File: config.mk
export PLATFORM = sky130hd
export DESIGN_NAME = pd_inst_buf
export DESIGN_NICKNAME = d
export VERILOG_FILES = /design/src/rtl/pd_inst_buf_pkg.sv /design/src/rtl/pd_jump_detect.sv /design/src/rtl/pd_inst_buf.sv
export SDC_FILE = /design/constraint.sdc
export NUM_CORES = 1
export LEC_CHECK = 0
export ABC_CLOCK_PERIOD_IN_PS = 3000
export CAP_MARGIN = 5
export CORE_ASPECT_RATIO = 1.5
export CORE_MARGIN = 2
export CORE_UTILIZATION = 35
export CTS_CLUSTER_SIZE = 20
export DETAILED_ROUTE_END_ITERATION = 8
export DONT_BUFFER_PORTS = 1
export GPL_TIMING_DRIVEN = 0
export HOLD_SLACK_MARGIN = 0.02
export MAX_ROUTING_LAYER = met4
export PLACE_DENSITY_LB_ADDON = 0.15
export SLEW_MARGIN = 10
export SYNTH_ARGS = -nofsm -noshare
export SYNTH_HDL_FRONTEND = slang
export SYNTH_HIERARCHICAL = 1
export SYNTH_SLANG_ARGS = --single-unit
File: constraint.sdc
create_clock -name clk -period 3 [get_ports clk]
set_input_delay 0.6 -clock clk [delete_from_list [all_inputs] [get_ports clk]]
set_output_delay 0.6 -clock clk [all_outputs]
set_load 0.02 [all_outputs]
File: src/rtl/pd_inst_buf_pkg.sv
// Purpose : MIPS ISA field constants and the buffer entry layout shared by the
//           predecode logic and the pd instruction buffer.
// Contents: opcode / funct / REGIMM rt constants, pd_entry_t.
package pd_inst_buf_pkg;

  // Primary opcodes (inst[31:26])
  localparam logic [5:0] OP_SPECIAL = 6'b000000;
  localparam logic [5:0] OP_REGIMM  = 6'b000001;
  localparam logic [5:0] OP_J       = 6'b000010;
  localparam logic [5:0] OP_JAL     = 6'b000011;
  localparam logic [5:0] OP_BEQ     = 6'b000100;
  localparam logic [5:0] OP_BNE     = 6'b000101;
  localparam logic [5:0] OP_BLEZ    = 6'b000110;
  localparam logic [5:0] OP_BGTZ    = 6'b000111;

  // SPECIAL funct codes (inst[5:0])
  localparam logic [5:0] FN_JR      = 6'b001000;
  localparam logic [5:0] FN_JALR    = 6'b001001;

  // REGIMM rt codes (inst[20:16])
  localparam logic [4:0] RT_BLTZ    = 5'b00000;
  localparam logic [4:0] RT_BGEZ    = 5'b00001;
  localparam logic [4:0] RT_BLTZAL  = 5'b10000;
  localparam logic [4:0] RT_BGEZAL  = 5'b10001;

  // One queued instruction; predecode flags are captured at write time.
  typedef struct packed {
    logic [31:0] pc;
    logic [31:0] inst;
    logic        jump;
    logic        bd;
  } pd_entry_t;

endpackage

File: src/rtl/pd_jump_detect.sv
// Purpose : flags branch/jump encodings (control-transfer with a delay slot).
// Latency : purely combinational, no state.
// Ports   : inst_i[31:0] instruction word -> jump_o high for branch/jump.
module pd_jump_detect
  import pd_inst_buf_pkg::*;
(
  input  logic [31:0] inst_i,
  output logic        jump_o
);

  logic [5:0] op;
  logic [4:0] rt;
  logic [5:0] funct;

  assign op    = inst_i[31:26];
  assign rt    = inst_i[20:16];
  assign funct = inst_i[5:0];

  always_comb begin
    jump_o = 1'b0;
    unique case (op)
      OP_BEQ, OP_BNE, OP_BLEZ, OP_BGTZ, OP_J, OP_JAL: jump_o = 1'b1;
      OP_REGIMM:
        jump_o = (rt == RT_BLTZ) || (rt == RT_BGEZ) ||
                 (rt == RT_BLTZAL) || (rt == RT_BGEZAL);
      OP_SPECIAL:
        jump_o = (funct == FN_JR) || (funct == FN_JALR);
      default: jump_o = 1'b0;
    endcase
  end

endmodule

File: src/rtl/pd_inst_buf.sv
// Purpose : pd-stage instruction FIFO with write-time predecode (jump / delay slot).
// Latency : push at cycle N is visible at the head in N+1; a jump waits for its delay slot.
// Backpr. : if_ready drops only when full (no read bypass); stall holds the head entry.
// Ports   : clk/resetn; refresh flush; IF side if_valid/if_pc/if_inst/if_ready;
//           ID side stall, pd_valid/pd_pc/pd_inst/pd_bd/pd_jump (zeroed when not valid).
module pd_inst_buf
  import pd_inst_buf_pkg::*;
#(
  parameter int DEPTH = 4,
  parameter int PTR_W = 2
) (
  input  logic        clk,
  input  logic        resetn,
  input  logic        refresh,
  input  logic        if_valid,
  input  logic [31:0] if_pc,
  input  logic [31:0] if_inst,
  output logic        if_ready,
  input  logic        stall,
  output logic        pd_valid,
  output logic [31:0] pd_pc,
  output logic [31:0] pd_inst,
  output logic        pd_bd,
  output logic        pd_jump
);

  localparam int CNT_W = PTR_W + 1;
  localparam logic [CNT_W-1:0] CNT_FULL = CNT_W'(DEPTH);
  localparam logic [CNT_W-1:0] CNT_TWO  = CNT_W'(2);

  pd_entry_t        mem_q [DEPTH];
  logic [PTR_W-1:0] wr_ptr_q, wr_ptr_d;
  logic [PTR_W-1:0] rd_ptr_q, rd_ptr_d;
  logic [CNT_W-1:0] count_q, count_d;
  logic             last_jump_q, last_jump_d;

  logic      wr_jump;
  logic      push, pop;
  pd_entry_t head;

  pd_jump_detect u_jump_detect (
    .inst_i (if_inst),
    .jump_o (wr_jump)
  );

  // Full is judged from count alone, so a same-cycle pop never frees a slot.
  assign if_ready = (count_q < CNT_FULL);
  assign push     = if_valid & if_ready;

  assign head     = mem_q[rd_ptr_q];
  // A jump is held back until its delay slot sits behind it, so ID always
  // receives the pair on consecutive pops.
  assign pd_valid = (count_q != '0) & ~(head.jump & (count_q < CNT_TWO));
  assign pop      = pd_valid & ~stall;

  assign pd_pc    = pd_valid ? head.pc   : 32'h0;
  assign pd_inst  = pd_valid ? head.inst : 32'h0;
  assign pd_bd    = pd_valid ? head.bd   : 1'b0;
  assign pd_jump  = pd_valid ? head.jump : 1'b0;

  always_comb begin
    wr_ptr_d    = wr_ptr_q;
    rd_ptr_d    = rd_ptr_q;
    count_d     = count_q;
    last_jump_d = last_jump_q;
    if (refresh) begin
      // Flush wins over any same-cycle push/pop.
      wr_ptr_d    = '0;
      rd_ptr_d    = '0;
      count_d     = '0;
      last_jump_d = 1'b0;
    end else begin
      if (push) begin
        wr_ptr_d    = wr_ptr_q + PTR_W'(1);
        last_jump_d = wr_jump;
      end
      if (pop) rd_ptr_d = rd_ptr_q + PTR_W'(1);
      unique case ({push, pop})
        2'b10:   count_d = count_q + CNT_W'(1);
        2'b01:   count_d = count_q - CNT_W'(1);
        default: count_d = count_q;
      endcase
    end
  end

  always_ff @(posedge clk or negedge resetn) begin
    if (!resetn) begin
      wr_ptr_q    <= '0;
      rd_ptr_q    <= '0;
      count_q     <= '0;
      last_jump_q <= 1'b0;
      for (int i = 0; i < DEPTH; i++) mem_q[i] <= '0;
    end else begin
      wr_ptr_q    <= wr_ptr_d;
      rd_ptr_q    <= rd_ptr_d;
      count_q     <= count_d;
      last_jump_q <= last_jump_d;
      // The delay-slot flag is the previous push's jump flag.
      if (push && !refresh) begin
        mem_q[wr_ptr_q] <= '{pc: if_pc, inst: if_inst, jump: wr_jump, bd: last_jump_q};
      end
    end
  end

endmodule
==> impl_metrics.csv, run 1 <==
group,metric,value,unit
drt,initialDrtViolationCount,304,
drt,drc_errors,0,
global_routing,grt_first_pass_wirelength,49900,um
clock_tree,numCtsBuffers,30,
timing,post-route-min-period,2.89,ns
clock_tree,cts_num_sinks,272,
global_routing,grt_use_total,0.167,
power_and_ir_drop,total_power,17100,uW
logic_synthesis,synth_ff_type,"dfrtp_1",
clock_tree,worst_setup_hold_path_clk_slew,0.06,ns
drt,firstDrtPassIters,4,
finish,antennaDiodeCount,0,
clock_tree,worst_skew_pair.late_latency,0.56,ns
power_and_ir_drop,worst_ir_drop_on_vdd,0.570,mV
critical_path,critical_path.startpoint_type,"register",
logic_synthesis,synth-edff-count,0,
logic_synthesis,cell_count_after_synthesis,788,
timing,final-max-slew-violation-count,0,
finish,final_area,15400,um2
timing,finClkSkew,0.0154,ns
clock_tree,ctsRootBufferMaster,"clkbuf_16",
floorplanning,die_h,243,um
logic_synthesis,synth_top_area_share,0.510,
timing,timing.final.setup_violations,0,
critical_path,critical_path.endpoint_type,"output port",
timing,hold_slack,-0.257,ns
finish,final_common_cell,"dfrtp_1",
critical_path,worst-path-max-fanout,10,
run,drv.max_cap_violation_count,0,
floorplanning,initial_core_util,0.355,
timing,slew_headroom,0.320,
global_routing,grt_start_max_net_pins,273,
finish,layout.nets,895,
logic_synthesis,synth_seq_cells,272,
logic_synthesis,post_synth.cell_area_avg,16.9,um2
timing,setup_tns,0,ns
logic_synthesis,synth_fp_nets,862,
drt,detail_route.wirelength,31800,um
placement,place.gp.congestion,0.757,
logic_synthesis,netlist-cell-type-count,42,
drt,drt-wirelength-per-cell,23.9,um
logic_synthesis,synth.area.top_cells,"dfrtp_1 (51%), mux2_4 (18%), mux4_2 (11%)",
finish,share_of_post_route_cells_with_drive_strength_above_1,0.589,
floorplanning,die_width,163,um
finish,flow.area_growth_from_synthesis,15.7,%
floorplanning,floorplan.core_area,37700,um2
hold_path,worstHoldPathType,"in -> async",
drt,avgViaCountPerCell,5.09,
clock_tree,cts_buffer_depth,3,
logic_synthesis,synth_largest_area_cell,"dfrtp_1",
timing,share_of_the_clock_period_used_by_the_worst_path,0.964,
global_routing,antenna_found_initial,0,
clock_tree,htree_num_levels,1,
critical_path,crit_type,"reg -> out",
finish,most-common-layout-cells,"dfrtp_1 (272), mux2_4 (162), mux2_2 (104), mux4_2 (65), nor2b_4 (52)",
outcome,status,"finished with violations",
drt,num_vias,6772,
floorplanning,io_count,137,
critical_path,wp_data_required,2.40,ns
timing,achievable-frequency,346,MHz
outcome,failed_checks,"negative hold slack",
placement,buffer_ports.inserted,0,
logic_synthesis,post_synth_design_cell_area,13400,um2
power_and_ir_drop,leakage,0.00667,uW
critical_path,crit_path_top_delay_cell,"dfrtp_1",
critical_path,cp_slowest_stage_delay,0.35,ns
finish,utilization,0.410,
timing,tightest_slew,1.02,ns
critical_path,crit_path_cell_trace,"buf_4 > mux2_4 > mux2i_4 > a21boi_4 > buf_12 > buf_8 > nor2b_4",
global_routing,gr-total-overflow,0,
logic_synthesis,asyncSetResetFlopFracSynth,1.00,
placement,hpwl,21000,um
critical_path,timing.critical_path.arrival,2.29,ns
logic_synthesis,ys_warn_count,6,
drt,final_antenna_net_count,0,
logic_synthesis,synth-seq-area-share,0.510,
timing,final_hold_viol_count,272,
floorplanning,rows,87,
global_routing,grt_pass1_vias,8079,
clock_tree,tritoncts,"done",
timing,setup_repair_after_global_routing_missed_its_margin,"yes",
power_and_ir_drop,power_density,1100,nW/um2
floorplanning,die_area,39800,um2
placement,instance_area_after_placement,14000,um2
timing repair:
item                                    4_1_cts  5_1_grt
gates cloned                                  0        0
setup buffers                                 0        1
hold endpoints to repair                    272      272
resized for setup                           113       31
endpoints found under the setup margin       66       58
power breakdown:
group / switching [uW] / total, uW / leakage [uW] / internal, uW
sequential: 842 / 6020 / 0.00344 / 5180
combinational: 3290 / 7360 / 0.00275 / 4070
clock: 1480 / 3670 / 0.000477 / 2200
synthesized netlist by cell type (all sizes together), types with 2 or more instances:
cell and n:
nand3b 3, ha 4, nor3 5, and2 4, dfrtp 272, o21ai 2
nand2 7, mux4 65, a21oi 3, nor4b 2, nor2b 67, nor2 9
nand2b 2, o211ai 2, inv 4, mux2 267, buf 45, clkbuf 8
a21boi 2, nand3 2
final timing paths:
path,start,end,slack (ns),cells after the start
setup / recovery,rd_ptr_q[1],pd_inst[1],0.11,7
hold / removal,resetn,mem_q[185],-0.26,0
setup reg to reg,rd_ptr_q[0],count_q[1],0.54,9
hold reg to reg,mem_q[131],mem_q[131],0.50,1
max in group asynchronous,resetn,mem_q[169],2.43,0
min in group clk,if_inst[19],mem_q[153],0.18,1
sequential cells by signal (all words and copies together) (netlist names):
signal	count
last_jump_q	1
rd_ptr_q	2
mem_q	264
count_q	3
wr_ptr_q	2
metal layers:
layer  routed length [um]  GRT usage  up-vias
li1                     -          -     2923
met1                12400      0.190     3661
met3                 2130     0.0451       46
met2                16600      0.291      142
met5                    0          -        -
met4                  633     0.0421        0
final cells by class:
type                       count  area, um2
fill                        3441      22200
sequential                   272       6810
multi-input combinational    459       6360
clock buffer                  47        896
buffer                        53        678
tap                          489        612
clock inverter                 5       75.1
inverter                       4       15.0
timing repair buffer           1       7.51
stage by stage:
step | setup slack, ns | cells
after floorplan | 0.730 | 788
after global placement | 0.180 | 1277
after detailed placement | 0.118 | 1277
after CTS | -0.0742 | 1329
after global routing | -0.0114 | 1330
final | 0.109 | 1330
logic make-up after synthesis:
group	share of synthesized area
flip-flops	0.510
AND/OR/NAND/NOR	0.0483
AO/OA/AOI/OAI	0.00815
adder cells (fa/ha/maj)	0.00525
multiplexers	0.380
buffers and inverters	0.0474
XOR/XNOR	0.000656
critical path, delay by kind of cell, from the launching register on:
kind	cells	cell delay, ns
AO/OA/AOI/OAI	1	0.10
buffers and inverters	3	0.52
flip-flops	1	0.35
multiplexers	2	0.52
AND/OR/NAND/NOR	1	0.22
Power figures use the tool's default switching activity.
==> run 2: changes to the inputs <==
GPL_ROUTABILITY_DRIVEN = 0   (was default)
SLEW_MARGIN = 40   (was 10)
==> results of run 2 <==
No change in the layout: final DEF, timing and power equal those of run 1.
